<file path="src/rtl/reorder_buffer_pkg.sv">
// Shared types for the reorder buffer: register/data typedefs, the entry
// record and the default buffer depth.
package reorder_buffer_pkg;

  localparam int ROB_SIZE_DEFAULT = 16;
  localparam int REG_W            = 5;
  localparam int WORD_W           = 32;
  localparam int CTRL_W           = 4;

  typedef logic [REG_W-1:0]  Register;
  typedef logic [WORD_W-1:0] MemoryWord;
  typedef logic [CTRL_W-1:0] CtrlBits;

  typedef struct packed {
    logic      valid;
    logic      ready;
    Register   rd;
    MemoryWord value;
    CtrlBits   ctrl_bits;
  } rob_entry;

  // Turns a dispatch request into a freshly allocated slot: the payload is
  // kept, the bookkeeping fields are forced to "allocated, not yet complete".
  function automatic rob_entry make_alloc_entry(input rob_entry req);
    rob_entry e;
    e       = req;
    e.valid = 1'b1;
    e.ready = 1'b0;
    e.value = '0;
    return e;
  endfunction

endpackage

</file>
<file path="src/rtl/reorder_buffer_rob_ptr_ctr.sv">
// Wrapping pointer used for the reorder buffer head and tail. The width is a
// power-of-two index, so rollover falls out of plain binary overflow.
module rob_ptr_ctr #(
  parameter int W = 4
) (
  input  logic         clk,
  input  logic         reset,
  input  logic         clear,
  input  logic         inc,
  output logic [W-1:0] ptr
);

  // Clear (reset or flush) dominates; otherwise step by one when asked.
  always_ff @(posedge clk) begin
    if (reset || clear) begin
      ptr <= '0;
    end else if (inc) begin
      ptr <= ptr + W'(1);
    end
  end

endmodule

</file>
<file path="src/rtl/reorder_buffer.sv">
// Circular in-order reorder buffer. Allocates at the tail on dispatch, marks
// entries complete from the CDB, presents the oldest entry as rob_head and
// pops it on rob_decrement. Flush behaves like a synchronous reset.
// Optional macro ROB_BYPASS_EN forwards a CDB hit on the head slot straight
// onto rob_head in the same cycle so it can retire without waiting a cycle.
module reorder_buffer
  import reorder_buffer_pkg::*;
#(
  parameter int ROB_SIZE = ROB_SIZE_DEFAULT,
  parameter int TAG_W    = $clog2(ROB_SIZE)
) (
  input  logic             clk,
  input  logic             reset,
  input  logic             dispatch_en,
  input  rob_entry         dispatch_entry,
  output logic [TAG_W-1:0] dispatch_tag,
  output logic             rob_full,
  output logic             rob_empty,
  output logic [TAG_W:0]   rob_count,
  input  logic             cdb_valid,
  input  logic [TAG_W-1:0] cdb_tag,
  input  MemoryWord        cdb_value,
  output rob_entry         rob_head,
  input  logic             rob_decrement,
  input  logic             flush
);

  rob_entry         slots [ROB_SIZE];
  logic [TAG_W-1:0] head_ptr;
  logic [TAG_W-1:0] tail_ptr;
  logic [TAG_W:0]   count;
  logic             dispatch_fire;
  logic             retire_fire;
  rob_entry         alloc_entry;
  rob_entry         head_view;

  assign rob_full     = (count == (TAG_W+1)'(ROB_SIZE));
  assign rob_empty    = (count == '0);
  assign rob_count    = count;
  assign dispatch_tag = tail_ptr;
  assign rob_head     = head_view;

  assign dispatch_fire = dispatch_en && !rob_full && !flush;
  assign retire_fire   = rob_decrement && !rob_empty && head_view.ready && !flush;

  // Normalise the incoming payload into an allocated-but-incomplete slot.
  always_comb begin
    alloc_entry = make_alloc_entry(dispatch_entry);
  end

  // Oldest entry as seen by retire; optionally forwards a same-cycle CDB hit,
  // and reads as all-zero whenever nothing is in flight.
  always_comb begin
    head_view = slots[head_ptr];
`ifdef ROB_BYPASS_EN
    if (cdb_valid && (cdb_tag == head_ptr) && head_view.valid) begin
      head_view.ready = 1'b1;
      head_view.value = cdb_value;
    end
`endif
    if (rob_empty) begin
      head_view = '0;
    end
  end

  rob_ptr_ctr #(.W(TAG_W)) u_head_ptr (
    .clk   (clk),
    .reset (reset),
    .clear (flush),
    .inc   (retire_fire),
    .ptr   (head_ptr)
  );

  rob_ptr_ctr #(.W(TAG_W)) u_tail_ptr (
    .clk   (clk),
    .reset (reset),
    .clear (flush),
    .inc   (dispatch_fire),
    .ptr   (tail_ptr)
  );

  // Occupancy tracks dispatch minus retire; full/empty derive from it so the
  // equal-pointer case is never ambiguous.
  always_ff @(posedge clk) begin
    if (reset || flush) begin
      count <= '0;
    end else begin
      case ({dispatch_fire, retire_fire})
        2'b10:   count <= count + (TAG_W+1)'(1);
        2'b01:   count <= count - (TAG_W+1)'(1);
        default: count <= count;
      endcase
    end
  end

  // Slot storage: completion first, then allocation, then retire clear, so a
  // pop of the head wins over a same-edge CDB write to that slot.
  always_ff @(posedge clk) begin
    if (reset || flush) begin
      for (int i = 0; i < ROB_SIZE; i++) begin
        slots[i].valid <= 1'b0;
        slots[i].ready <= 1'b0;
      end
    end else begin
      if (cdb_valid && slots[cdb_tag].valid) begin
        slots[cdb_tag].ready <= 1'b1;
        slots[cdb_tag].value <= cdb_value;
      end
      if (dispatch_fire) begin
        slots[tail_ptr] <= alloc_entry;
      end
      if (retire_fire) begin
        slots[head_ptr].valid <= 1'b0;
        slots[head_ptr].ready <= 1'b0;
      end
    end
  end

endmodule

</file>
<file path="config.mk">
export PLATFORM = sky130hd
export DESIGN_NAME = reorder_buffer
export DESIGN_NICKNAME = d
export VERILOG_FILES = /design/src/rtl/reorder_buffer_pkg.sv /design/src/rtl/reorder_buffer_rob_ptr_ctr.sv /design/src/rtl/reorder_buffer.sv
export SDC_FILE = /design/constraint.sdc
export NUM_CORES = 1
export LEC_CHECK = 0
export CAP_MARGIN = 15
export CELL_PAD_IN_SITES_DETAIL_PLACEMENT = 0
export CELL_PAD_IN_SITES_GLOBAL_PLACEMENT = 1
export CORE_ASPECT_RATIO = 1.1
export CORE_MARGIN = 5
export CORE_UTILIZATION = 40
export DETAILED_ROUTE_END_ITERATION = 7
export GPL_TIMING_DRIVEN = 0
export PLACE_DENSITY_LB_ADDON = 0.08
export SYNTH_ARGS = -nofsm -noshare
export SYNTH_HDL_FRONTEND = slang
export SYNTH_SLANG_ARGS = --single-unit
</file>
<file path="constraint.sdc">
create_clock -name clk -period 3.8 [get_ports clk]
set_input_delay 0.76 -clock clk [delete_from_list [all_inputs] [get_ports clk]]
set_output_delay 0.76 -clock clk [all_outputs]
set_load 0.02 [all_outputs]
</file>
==> impl_metrics.yaml <==
status:
  status: "complete, no violations"
clock_tree:
  clkTransAtPathRegs_ns: 0.07
  clk_latency_ns: 0.62
  htreeDepth: 3
  cts_tree: "built"
  root_buffer: "clkbuf_16"
  cts_sinks: 705
  cts_made_buffers: 79
  postCtsHoldBufs: 0
  cts_buffer_depth: 3
synth:
  synthTopCellsByArea: "dfxtp_1 (37%), mux2i_1 (17%), mux4_2 (16%), edfxtp_1 (14%), nor2_1 (6.7%)"
  syn-cell-area_mm2: 0.03040
  netlist-cell-type-count: 51
  synth_cells: 2415
  synthFlopType: "dfxtp_1"
  synthesis.nets: 2513
  synth-edff-count: 144
  async_flop_share_pct: 0
  avgSynthCellArea_um2: 12.59
  ys_seq_area_share_pct: 51.17
  ys_ff_latch: 705
  ys_warn_count: 0
  synth_top_area_share_pct: 36.95
  yosys.area.top_type: "dfxtp_1"
critical_path:
  worstSetupEndpointType: "output pin"
  cp_data_required_time_ns: 3.04
  critPathMaxFanout: 10
  cpPeakStageDelay_ns: 0.53
  cp.arrival_ns: 2.99
  rrSetupSlack_ns: 0.35
  critical_path_buf_inv_count: 4
  path_cells: "buf_12, clkbuf_16, buf_8, mux4_2, mux4_2, nor2b_1, dlygate4sd2_1"
  r2r_end: "rob_count[4]"
  crit_family: "buffers and inverters"
  reg2reg_depth: 12
  slowest_stage: "mux4_2"
  crit_top_cell: "mux4_2"
  path_class: "register to output pin"
  critPathLaunchType: "register"
final_layout:
  nNetsFinal: 2703
  drive_above_1_share_pct: 18.94
  stdcell_count: 3698
  final_cell_mix: "dfxtp_1 (559), nor2_1 (541), mux2i_1 (523)"
  final_common_cell: "dfxtp_1"
  syn2layout_area_growth_pct: 18.12
  fillCellCount: 6852
  final_area_mm2: 0.03590
placed_design:
  dp_cells: 3550
  gp_congestion: 0.8183
  port_buffers: 103
  hpwl_mm: 64.59
  placed_area_mm2: 0.03284
floorplan:
  dieHeight_um: 299.1
  initial_core_util_pct: 40.14
  die_w_um: 272.8
  fp.coreArea_mm2: 0.07573
  io_pins: 139
  design.die.area_mm2: 0.08161
  num_rows: 106
timing:
  period_needed_ns: 3.747
  fin_worst_skew_ns: 0.01892
  slew_headroom_pct: 24.31
  slew_violations: 0
  worstMarginPinSlew_ns: 1.131
  grt_setup_unrepaired: "yes"
  hold_viol: 0
  fin_crit_sh_pct: 98.60
  fmax_mhz: 266.9
  setup_violations: 0
hold_path:
  hold_class: "register to register"
  whs_endpoint: "slots[12][41]"
  whs_path_depth: 2
  worstHoldStart: "slots[12][41]"
power_and_ir_drop:
  power.density_mw_per_mm2: 443.0
  leakage_uw: 0.01734
  vdd_ir_drop_max_mv: 0.4522
grt:
  grt_pass1_vias: 20398
  grt_pass1_wl_mm: 141.4
  antenna_found_initial: 1
  grt_usage_pct: 23.43
  grt_max_degree: 19
  grt_overflow: 0
flow_run:
  maxCapViolations: 0
routing:
  drc: 0
  drt_iter0_drc: 1660
  final_antenna_net_count: 0
  routed_wl_mm: 97.11
  firstDrtPassIters: 6
  routedWlPerCell_um: 26.26
  vias: 20069
  viasPerCell: 5.427
## synth_stat cells (all sizes together), types with 5 or more instances
master,instances
ha,12
nand3,7
clkbuf,85
buf,112
a221oi,16
a211oi,16
a21oi,30
nor2,543
edfxtp,144
mux2i,523
mux4,214
nor2b,46
nand2b,7
nand2,44
o21ai,5
dfxtp,561
inv,5
## per-stage QoR
stage	hold slack [ns]	power (µW)	util [%]	TNS (ns)	setup WS (ns)
final	0.4731	15910	47.41	0	0.05312
after global routing	0.4984	16430	47.41	-0.01511	-0.007824
after CTS	0.4738	16090	47.38	0	0.006315
after detailed placement	0.4628	8124	43.37	-27.25	-0.5609
after global placement	0.4547	8117	43.19	-117.89	-0.8497
after floorplan	0.4457	7941	-	0	0.8545
## state kept, by name, indices dropped and copies added, names as in the netlist, named ones only
register,flops
slots,688
rob_count,5
u_tail_ptr.ptr,4
u_head_ptr.ptr,4
## power by group
| part | switching, µW | total, µW | internal, µW |
|---|---|---|---|
| logic | 200 | 304 | 105 |
| registers | 9.25 | 7650 | 7650 |
| clock network | 3170 | 7950 | 4780 |
| total | 3380 | 15900 | 12500 |
## worst max-delay path by stage
stage                        end  slack [ns]  cells after the start      from
CTS                 rob_head[10]       0.006                      7  register
global route        rob_head[10]      -0.008                      6  register
finish              rob_head[35]        0.05                      7  register
global placement     slots[6][2]       -0.85                      5     reset
detailed placement  rob_head[10]       -0.56                      7  register
floorplan           rob_count[4]        0.85                     11     flush
## area by class of cell
type                            count  area, µm²  area share, %
Buffer                            197       1511          4.210
Antenna cell                        1      2.502       0.006970
Clock inverter                     29      340.3         0.9479
Clock buffer                      118       2359          6.569
Sequential cell                   705      15560          43.33
Multi-Input combinational cell   1508      13730          38.25
Tap cell                         1026       1284          3.575
Inverter                            5      18.77        0.05227
Timing Repair Buffer              109       1099          3.060
## cells by family (layout without fill, tap and decap cells)
logic type | count (synthesis) | after routing | share of synthesized area, %
other | 0 | 1 | 0
buffers and inverters | 202 | 458 | 3.672
AND/OR/NAND/NOR | 677 | 677 | 9.533
XOR/XNOR | 7 | 7 | 0.2017
adder cells (fa/ha/maj) | 13 | 13 | 0.5598
multiplexers | 738 | 738 | 33.12
flip-flops | 705 | 705 | 51.17
AO/OA/AOI/OAI | 73 | 73 | 1.745
## layer usage
layer / part of all wire [%] / wire (µm) / global-route usage [%]
met5: 0 / 0 / 0
met4: 3.4 / 3287 / 7.980
met3: 4.6 / 4475 / 2.954
met2: 50 / 49000 / 40.98
met1: 42 / 40340 / 30.10
## what timing repair did
item	CTS	global route
resized for setup	187	10
endpoints found under the setup margin	44	15
pin swaps	0	0
setup buffers	0	0
## worst register-to-register path: stages (launching register included)
cell and delay (ns):
dfxtp_1 0.42, buf_2 0.48, mux2i_1 0.30, nand2_1 0.14, nand4_2 0.25, nand2_1 0.16, ha_1 0.30, fa_1 0.43
a21o_1 0.20, a21oi_1 0.17, xor2_1 0.09, or3_1 0.31, a21oi_1 0.13
(Power assumes the default switching activity.)
